## config.mk

```make
export PLATFORM = sky130hd
export DESIGN_NAME = matrix_feeder
export DESIGN_NICKNAME = d
export VERILOG_FILES = /design/src/rtl/matrix_feeder_pkg.sv /design/src/rtl/matrix_feeder_handshake_source.sv /design/src/rtl/matrix_feeder.sv
export SDC_FILE = /design/constraint.sdc
export NUM_CORES = 1
export LEC_CHECK = 0
export ABC_AREA = 1
export CORE_UTILIZATION = 45
export CTS_CLUSTER_SIZE = 25
export DETAILED_ROUTE_END_ITERATION = 10
export HOLD_SLACK_MARGIN = 0.12
export PLACE_DENSITY = 0.68
export REMOVE_ABC_BUFFERS = 1
export SYNTH_ARGS = -nofsm -noshare
export SYNTH_HDL_FRONTEND = slang
export SYNTH_SLANG_ARGS = --single-unit
```

## constraint.sdc

```tcl
create_clock -name clk -period 9.7 [get_ports clk]
set_input_delay 0.97 -clock clk [delete_from_list [all_inputs] [get_ports clk]]
set_output_delay 0.97 -clock clk [all_outputs]
set_load 0.02 [all_outputs]
```

## src/rtl/matrix_feeder_pkg.sv

```systemverilog
// Shared definitions for the matrix feeder: FSM encoding and data/index widths.
package matrix_feeder_pkg;

    localparam int FLOAT_W = 32;
    localparam int IDX_W   = 8;

    typedef enum logic [1:0] {
        ST_IDLE     = 2'd0,
        ST_SEND     = 2'd1,
        ST_WAIT_ROW = 2'd2,
        ST_DONE     = 2'd3
    } state_t;

    // Width of a counter that indexes n entries (never narrower than one bit).
    function automatic int idx_bits(input int n);
        return (n > 1) ? $clog2(n) : 1;
    endfunction

endpackage

```

## src/rtl/matrix_feeder_handshake_source.sv

```systemverilog
// Single strobe/ack source: captures a word on load and holds it, with the
// strobe raised, until the consumer acknowledges it.
module handshake_source
    import matrix_feeder_pkg::*;
#(
    parameter int W = FLOAT_W
) (
    input  logic         clk,
    input  logic         rst,
    input  logic         load_i,
    input  logic [W-1:0] data_i,
    input  logic         ack_i,
    output logic         stb_o,
    output logic [W-1:0] data_o
);

    logic         stb_q;
    logic [W-1:0] data_q;

    // Load raises the strobe; an ack is only honoured while the strobe is up.
    always_ff @(posedge clk) begin
        if (rst) begin
            stb_q  <= 1'b0;
            data_q <= '0;
        end else if (load_i) begin
            stb_q  <= 1'b1;
            data_q <= data_i;
        end else if (stb_q && ack_i) begin
            stb_q  <= 1'b0;
        end
    end

    assign stb_o  = stb_q;
    assign data_o = data_q;

endmodule

```

## src/rtl/matrix_feeder.sv

```systemverilog
// Feeds A elements and B rows to an external multiplier pair by pair, collects
// the returned result rows and offers them for registered readback.
//
// state       | meaning
// ------------+-----------------------------------------------------------
// ST_IDLE     | storage writable, waiting for start
// ST_SEND     | pair (A[i][k], B[k]) on both channels until both are acked
// ST_WAIT_ROW | all pairs of row i sent, waiting for the result row
// ST_DONE     | one-cycle done pulse, then back to idle
module matrix_feeder
    import matrix_feeder_pkg::*;
#(
    parameter int ROWS_A = 2,
    parameter int COLS_A = 2,
    parameter int COLS_B = 2
) (
    input  logic                      clk,
    input  logic                      rst,
    input  logic                      wr_en,
    input  logic                      wr_sel,
    input  logic [IDX_W-1:0]          wr_r,
    input  logic [IDX_W-1:0]          wr_c,
    input  logic [FLOAT_W-1:0]        wr_data,
    input  logic                      start,
    output logic [FLOAT_W-1:0]        input_cell,
    output logic                      input_cell_stb,
    input  logic                      input_cell_ack,
    output logic [FLOAT_W*COLS_B-1:0] input_row,
    output logic                      input_row_stb,
    input  logic                      input_row_ack,
    input  logic [FLOAT_W*COLS_B-1:0] output_row,
    input  logic                      output_row_stb,
    input  logic [IDX_W-1:0]          rd_addr,
    output logic [FLOAT_W*COLS_B-1:0] rd_row,
    output logic                      busy,
    output logic                      done,
    output logic                      proto_err
);

    localparam int ROW_W = FLOAT_W * COLS_B;
    localparam int IW    = idx_bits(ROWS_A);
    localparam int KW    = idx_bits(COLS_A);
    localparam logic [IW-1:0] I_LAST = IW'(ROWS_A - 1);
    localparam logic [KW-1:0] K_LAST = KW'(COLS_A - 1);

    // Storage is deliberately not reset so a reset between runs keeps A, B and results.
    logic [FLOAT_W-1:0] mem_a  [ROWS_A][COLS_A];
    logic [ROW_W-1:0]   mem_b  [COLS_A];
    logic [ROW_W-1:0]   result [ROWS_A];

    state_t          state_q, state_d;
    logic [IW-1:0]   i_q, i_d;
    logic [KW-1:0]   k_q, k_d;
    logic            launch;
    logic            proto_err_q;
    logic [ROW_W-1:0] rd_row_q, rd_row_d;

    // FSM state and row/pair counters.
    always_ff @(posedge clk) begin
        if (rst) begin
            state_q <= ST_IDLE;
            i_q     <= '0;
            k_q     <= '0;
        end else begin
            state_q <= state_d;
            i_q     <= i_d;
            k_q     <= k_d;
        end
    end

    // Next state; launch loads both channels so strobes rise on entering a pair.
    always_comb begin
        state_d = state_q;
        i_d     = i_q;
        k_d     = k_q;
        launch  = 1'b0;
        case (state_q)
            ST_IDLE: begin
                if (start) begin
                    i_d     = '0;
                    k_d     = '0;
                    launch  = 1'b1;
                    state_d = ST_SEND;
                end
            end
            ST_SEND: begin
                if (!input_cell_stb && !input_row_stb) begin
                    if (k_q != K_LAST) begin
                        k_d    = k_q + 1'b1;
                        launch = 1'b1;
                    end else begin
                        state_d = ST_WAIT_ROW;
                    end
                end
            end
            ST_WAIT_ROW: begin
                if (output_row_stb) begin
                    if (i_q != I_LAST) begin
                        i_d     = i_q + 1'b1;
                        k_d     = '0;
                        launch  = 1'b1;
                        state_d = ST_SEND;
                    end else begin
                        state_d = ST_DONE;
                    end
                end
            end
            ST_DONE: state_d = ST_IDLE;
            default: state_d = ST_IDLE;
        endcase
    end

    handshake_source #(.W(FLOAT_W)) u_cell_src (
        .clk    (clk),
        .rst    (rst),
        .load_i (launch),
        .data_i (mem_a[i_d][k_d]),
        .ack_i  (input_cell_ack),
        .stb_o  (input_cell_stb),
        .data_o (input_cell)
    );

    handshake_source #(.W(ROW_W)) u_row_src (
        .clk    (clk),
        .rst    (rst),
        .load_i (launch),
        .data_i (mem_b[k_d]),
        .ack_i  (input_row_ack),
        .stb_o  (input_row_stb),
        .data_o (input_row)
    );

    // Element writes in idle only (out-of-range indices match nothing) and result capture.
    always_ff @(posedge clk) begin
        if (wr_en && state_q == ST_IDLE) begin
            for (int r = 0; r < ROWS_A; r++) begin
                for (int c = 0; c < COLS_A; c++) begin
                    if (!wr_sel && wr_r == IDX_W'(r) && wr_c == IDX_W'(c))
                        mem_a[r][c] <= wr_data;
                end
            end
            for (int r = 0; r < COLS_A; r++) begin
                for (int c = 0; c < COLS_B; c++) begin
                    if (wr_sel && wr_r == IDX_W'(r) && wr_c == IDX_W'(c))
                        mem_b[r][c*FLOAT_W +: FLOAT_W] <= wr_data;
                end
            end
        end
        if (state_q == ST_WAIT_ROW && output_row_stb)
            result[i_q] <= output_row;
    end

    // Readback mux; addresses beyond the result rows read as zero.
    always_comb begin
        rd_row_d = '0;
        for (int r = 0; r < ROWS_A; r++) begin
            if (rd_addr == IDX_W'(r))
                rd_row_d = result[r];
        end
    end

    // Registered readback and sticky protocol error for stray result pulses.
    always_ff @(posedge clk) begin
        if (rst) begin
            rd_row_q    <= '0;
            proto_err_q <= 1'b0;
        end else begin
            rd_row_q <= rd_row_d;
            if (output_row_stb && state_q != ST_WAIT_ROW)
                proto_err_q <= 1'b1;
        end
    end

    assign rd_row    = rd_row_q;
    assign proto_err = proto_err_q;
    assign busy      = (state_q == ST_SEND) || (state_q == ST_WAIT_ROW);
    assign done      = (state_q == ST_DONE);

endmodule

```

==> results of run 1 <==
synth_stat cells (all sizes together):
library cell  instances  area share
a21oi               166       0.044
buf                  83       0.028
clkbuf               17      0.0031
dfxtp               167        0.16
edfxtp              384        0.56
ha                    5      0.0030
inv                 209       0.038
nand2               510       0.094
nand3               228       0.056
nand4                 1     0.00031
nor2                 29      0.0055
nor3                  3      0.0013
nor3b                 2     0.00073
nor4                  1     0.00031
o21ai                 4     0.00098
metrics by stage:
| stage | hold WS (ns) | setup WS, ns | instance area, um^2 | power (mW) |
|---|---|---|---|---|
| 3_5_place_dp | 0.472 | 5.60 | 23800 | 4.50 |
| 3_3_place_gp | 0.458 | 5.66 | 23800 | 4.48 |
| 6_report | 0.490 | 6.23 | 25700 | 6.70 |
| 4_1_cts | 0.492 | 6.23 | 25700 | 6.77 |
| 5_1_grt | 0.529 | 5.86 | 25700 | 7.02 |
| 2_1_floorplan | 0.475 | 4.71 | 19900 | 3.73 |
where the power goes:
group,switching (mW),internal (mW)
clock network,0.883,1.37
registers,0.126,2.72
logic,1.02,0.585
total,2.03,4.67
critical path: stages:
cell	delay (ns)
clkdlybuf4s50_1	0.56
nand3_4	0.63
nand2_2	0.86
buf_4	0.47
nand2_1	0.10
nand2_1	0.08
nand2_1	0.06
nand3_1	0.11
nand2_1	0.05
inv_1	0.04
state kept, by name, indices dropped and copies added (netlist names), named ones only:
register           flops
u_row_src.stb_o        1
i_q                    1
state_q                2
u_cell_src.stb_o       1
result               128
rd_row                64
proto_err              1
u_cell_src.data_o     32
mem_b                128
u_row_src.data_o      64
mem_a                128
cells by family after synthesis:
family | synth area share
flip-flops | 0.725
AO/OA/AOI/OAI | 0.0449
adder cells (fa/ha/maj) | 0.00305
buffers and inverters | 0.0697
AND/OR/NAND/NOR | 0.157
final cells by class:
class / count / share of cell area
multi-input cells: 949 / 0.168
repair buffers: 310 / 0.119
flip-flops and latches: 551 / 0.578
inverters: 209 / 0.0306
well taps: 592 / 0.0288
clock inverters: 28 / 0.0139
clock buffers: 74 / 0.0622
final timing paths:
kind              start                   end  depth (start not counted)
max               start  u_cell_src.data_o[1]                         10
min           proto_err             proto_err                          2
max reg2reg  state_q[0]  u_cell_src.data_o[1]                         12
min reg2reg   proto_err             proto_err                          2
layer usage:
layer	part of all wire	GRT usage	up-vias
met5	0.0010	0	-
met4	0.021	0.0591	8
met3	0.069	0.0468	80
met2	0.48	0.341	428
met1	0.43	0.270	6478
li1	-	-	6517
==> results.json, run 1 <==
{
  "outcome": "completed",
  "numCtsBuffers": 55,
  "p_per_area_nw_per_um2": 260,
  "numPortBuffers": 292,
  "drt_iter0_drc": 895,
  "cts_hold_buf": 0,
  "path_class": "in -> reg",
  "grtUsageTotal": 0.205,
  "cp.arrival_ns": 4.00,
  "num-nets-final": 2209,
  "post_drt_wl_per_cell_um": 17.7,
  "cts_buffer_depth": 3,
  "hold_violations": 0,
  "clock_skew_ns": 0.0191,
  "crit_path_end_kind": "register",
  "grt_pass1_wl_um": 74100,
  "synthesis.area_um2": 20500,
  "fin_util": 0.577,
  "tightest_slew_ns": 1.16,
  "die_y_um": 216,
  "maxSlewViolCount": 0,
  "tritoncts": "done",
  "finalWirelength_um": 48100,
  "ys_seq_elements": 551,
  "fillers": 3626,
  "dp_cells": 2611,
  "multi_input_area_um2": 4330,
  "die_w_um": 216,
  "htreeDepth": 2,
  "post_cts_buffers": 0,
  "dieArea_um2": 46500,
  "rows": 77,
  "rsz0062_at_grt": "no",
  "critPathLaunchType": "input port",
  "antenna_cells": 0,
  "cts.repair.resized": 0,
  "dp_hpwl_um": 27400,
  "grt_max_degree": 100,
  "clock_sinks": 551,
  "syn_avg_cell_area_um2": 11.3,
  "drc": 0,
  "grt-ovfl-total": 0,
  "vias_per_cell": 4.98,
  "drive_gt1_frac": 0.0740,
  "drtAntennaViolNets": 0,
  "min_path_type": "reg -> reg",
  "crit_fanout": 65,
  "layoutNonFillerInstCount": 2713,
  "cts-root-buf": "clkbuf_16",
  "cap_violations": 0,
  "antenna_found_initial": 4,
  "area_growth_pct": 25.5,
  "final_common_cell": "nand2_1",
  "max_freq_ghz": 0.288,
  "finalCritPeriodShare": 0.357,
  "cellLeakagePower_nw": 9.80,
  "yosysSeqAreaShare": 0.725,
  "irDropWorstVdd_v": 0.000183,
  "initial_core_util": 0.460,
  "clock_latency_ns": 0.60,
  "synthCells": 1809,
  "synth.distinct_cells": 23,
  "relSlewSlack": 0.225,
  "vias": 13500,
  "place_congestion": 0.777,
  "ff_latch_area_um2": 14900,
  "path_clk_slew_ns": 0.06,
  "grt_pass1_vias": 13100,
  "final_cell_mix": "nand2_1 (504), edfxtp_1 (384), clkdlybuf4s50_1 (291)",
  "r2r_setup_slack_ns": 6.25,
  "setup_viol": 0,
  "tns_ns": 0,
  "core_area_um2": 44600,
  "first_pass_iters": 5,
  "required_ns": 10.24,
  "synth_warnings": 0,
  "ioPinCount": 293,
  "fin_crit_ns": 3.47
}
(Power assumes the default switching activity.)
==> run 2: changes to the inputs <==
- PLACE_DENSITY: 0.68 -> 0.71
- clock period: 9.7 -> 2.83 ns (I/O delays scaled with it)
==> run 2 against run 1 <==
Non-clock buffer count up 14. First-iteration DRC count up 21%. Largest power group unchanged. Global-route usage decreased by 0.069 points. Worst setup slack worse by 5.7 ns. Clock skew decreased by 0.00076 ns. Largest cell class unchanged. Critical path type is now reg -> out.
==> results.json, run 2 (same netlist as run 1, synthesis figures left out) <==
{
  "numCtsBuffers": 55,
  "hp-start": "output_row[12]",
  "irDropWorstVdd_v": 0.000649,
  "drt_iter0_drc": 1085,
  "post_drt_wl_per_cell_um": 17.5,
  "num-nets-final": 2223,
  "rows": 77,
  "first_pass_iters": 7,
  "drtAntennaViolNets": 0,
  "tightest_slew_ns": 0.733,
  "antenna_found_initial": 2,
  "drive_gt1_frac": 0.0772,
  "path_class": "reg -> out",
  "max_freq_ghz": 0.437,
  "vias_per_cell": 5.02,
  "die_w_um": 216,
  "core_area_um2": 44600,
  "htreeDepth": 2,
  "die_y_um": 216,
  "reg2reg_from": "state_q[1]",
  "path_delay_family": "buffers and inverters",
  "layoutNonFillerInstCount": 2731,
  "setup_slack_ns": 0.540,
  "dp_cells": 2624,
  "critPathLaunchType": "register",
  "cellLeakagePower_nw": 9.93,
  "post-place-ws_ns": 0.442,
  "grt-ovfl-total": 0,
  "grt_max_degree": 97,
  "dp_hpwl_um": 28200,
  "fin_util": 0.585,
  "finalWirelength_um": 47900,
  "r2r_setup_slack_ns": 0.63,
  "critPathBufInv": 2,
  "area_growth_pct": 27.2,
  "fillers": 3565,
  "ioPinCount": 293,
  "design_area_um2": 26100,
  "fin_crit_ns": 2.29,
  "post_cts_buffers": 0,
  "crit_fanout": 5,
  "cp.arrival_ns": 2.01,
  "p_per_area_nw_per_um2": 886,
  "min_path_type": "in -> reg",
  "rr_worst_depth": 7,
  "hold_violations": 0,
  "cp.depth": 3,
  "finalCritPeriodShare": 0.809,
  "initial_core_util": 0.460,
  "final_cell_mix": "nand2_1 (504), edfxtp_1 (384), clkdlybuf4s50_1 (291)",
  "numPortBuffers": 292,
  "hold_end": "result[1][12]",
  "maxSlewViolCount": 0,
  "final_common_cell": "nand2_1",
  "path_clk_slew_ns": 0.06,
  "outcome": "completed",
  "dieArea_um2": 46500,
  "reg_top3": "mem_a: 128 flops, mem_b: 128 flops, result: 128 flops",
  "r2r-end": "mem_b[1][0]",
  "cts.repair.resized": 0,
  "setup_viol": 0,
  "clock_latency_ns": 0.60,
  "cap_violations": 0,
  "grtUsageTotal": 0.205,
  "cts-root-buf": "clkbuf_16",
  "clock_sinks": 551,
  "crit_path_end_kind": "output pin",
  "cts_buffer_depth": 3,
  "slowest_stage": "clkdlybuf4s50_1",
  "grt_pass1_vias": 13500,
  "max_stage_delay_ns": 0.60,
  "crit_chain": "inv_1 -> ha_1 -> clkdlybuf4s50_1",
  "relSlewSlack": 0.511,
  "place_congestion": 0.792,
  "vias": 13700,
  "drc": 0,
  "tritoncts": "done",
  "required_ns": 2.55,
  "grt_pass1_wl_um": 74400,
  "placed_area_um2": 24100,
  "whs_path_depth": 1,
  "rsz0062_at_grt": "no",
  "clock_skew_ns": 0.0184
}
-- run 2: cell types whose count changed in the layout (fill, tap and decap cells not counted), sizes merged, moves of 2 or more --
cell,previous run,this run
buf,19,32
clkbuf,74,81
clkinv,14,10
clkinvlp,3,1
diode,0,2
inv,212,214
-- run 2: through the flow --
stage	power, mW	hold slack, ns	setup TNS (ns)
global placement	15.6	0.459	0
detailed placement	15.7	0.487	0
floorplan	12.8	0.345	-236.12
CTS	23.4	0.219	0
finish	23.1	0.268	0
global route	24.2	0.227	0
-- run 2: cell type report --
type | count | area (um^2) | area share
clock inverters | 23 | 305 | 0.0117
diodes | 2 | 5.00 | 0.000192
multi-input cells | 949 | 4330 | 0.166
inverters | 209 | 787 | 0.0302
flip-flops and latches | 551 | 14900 | 0.570
repair buffers | 324 | 3420 | 0.131
well taps | 592 | 741 | 0.0284
clock buffers | 81 | 1640 | 0.0627
-- run 2: how the worst max path moves through the flow --
stage / startpoint / to
2_1_floorplan: rd_addr[3] / rd_row[37]
3_3_place_gp: wr_c[1] / mem_b[0][23]
3_5_place_dp: wr_c[1] / mem_b[1][23]
4_1_cts: state_q[0] / busy
5_1_grt: state_q[1] / mem_b[1][12]
6_report: state_q[0] / busy
-- run 2: power by group --
part           switching [mW]  leakage (nW)  internal [mW]
combinational            3.55          4.15           2.16
sequential              0.434          4.82           9.31
clock                    3.01         0.957           4.65
-- run 2: routing by layer --
layer  part of all wire  track usage  vias up  routed length (um)
met5                  0            0        -                   0
met4              0.025       0.0657        0                1200
met3              0.068       0.0433       78                3280
met2               0.48        0.341      487               23100
met1               0.42        0.267     6578               20300
li1                   -            -     6563                   -
-- run 2: what timing repair did --
item	in CTS	in global routing
hold endpoints to repair	14	0
setup endpoints to repair	0	0
hold buffers	1	0
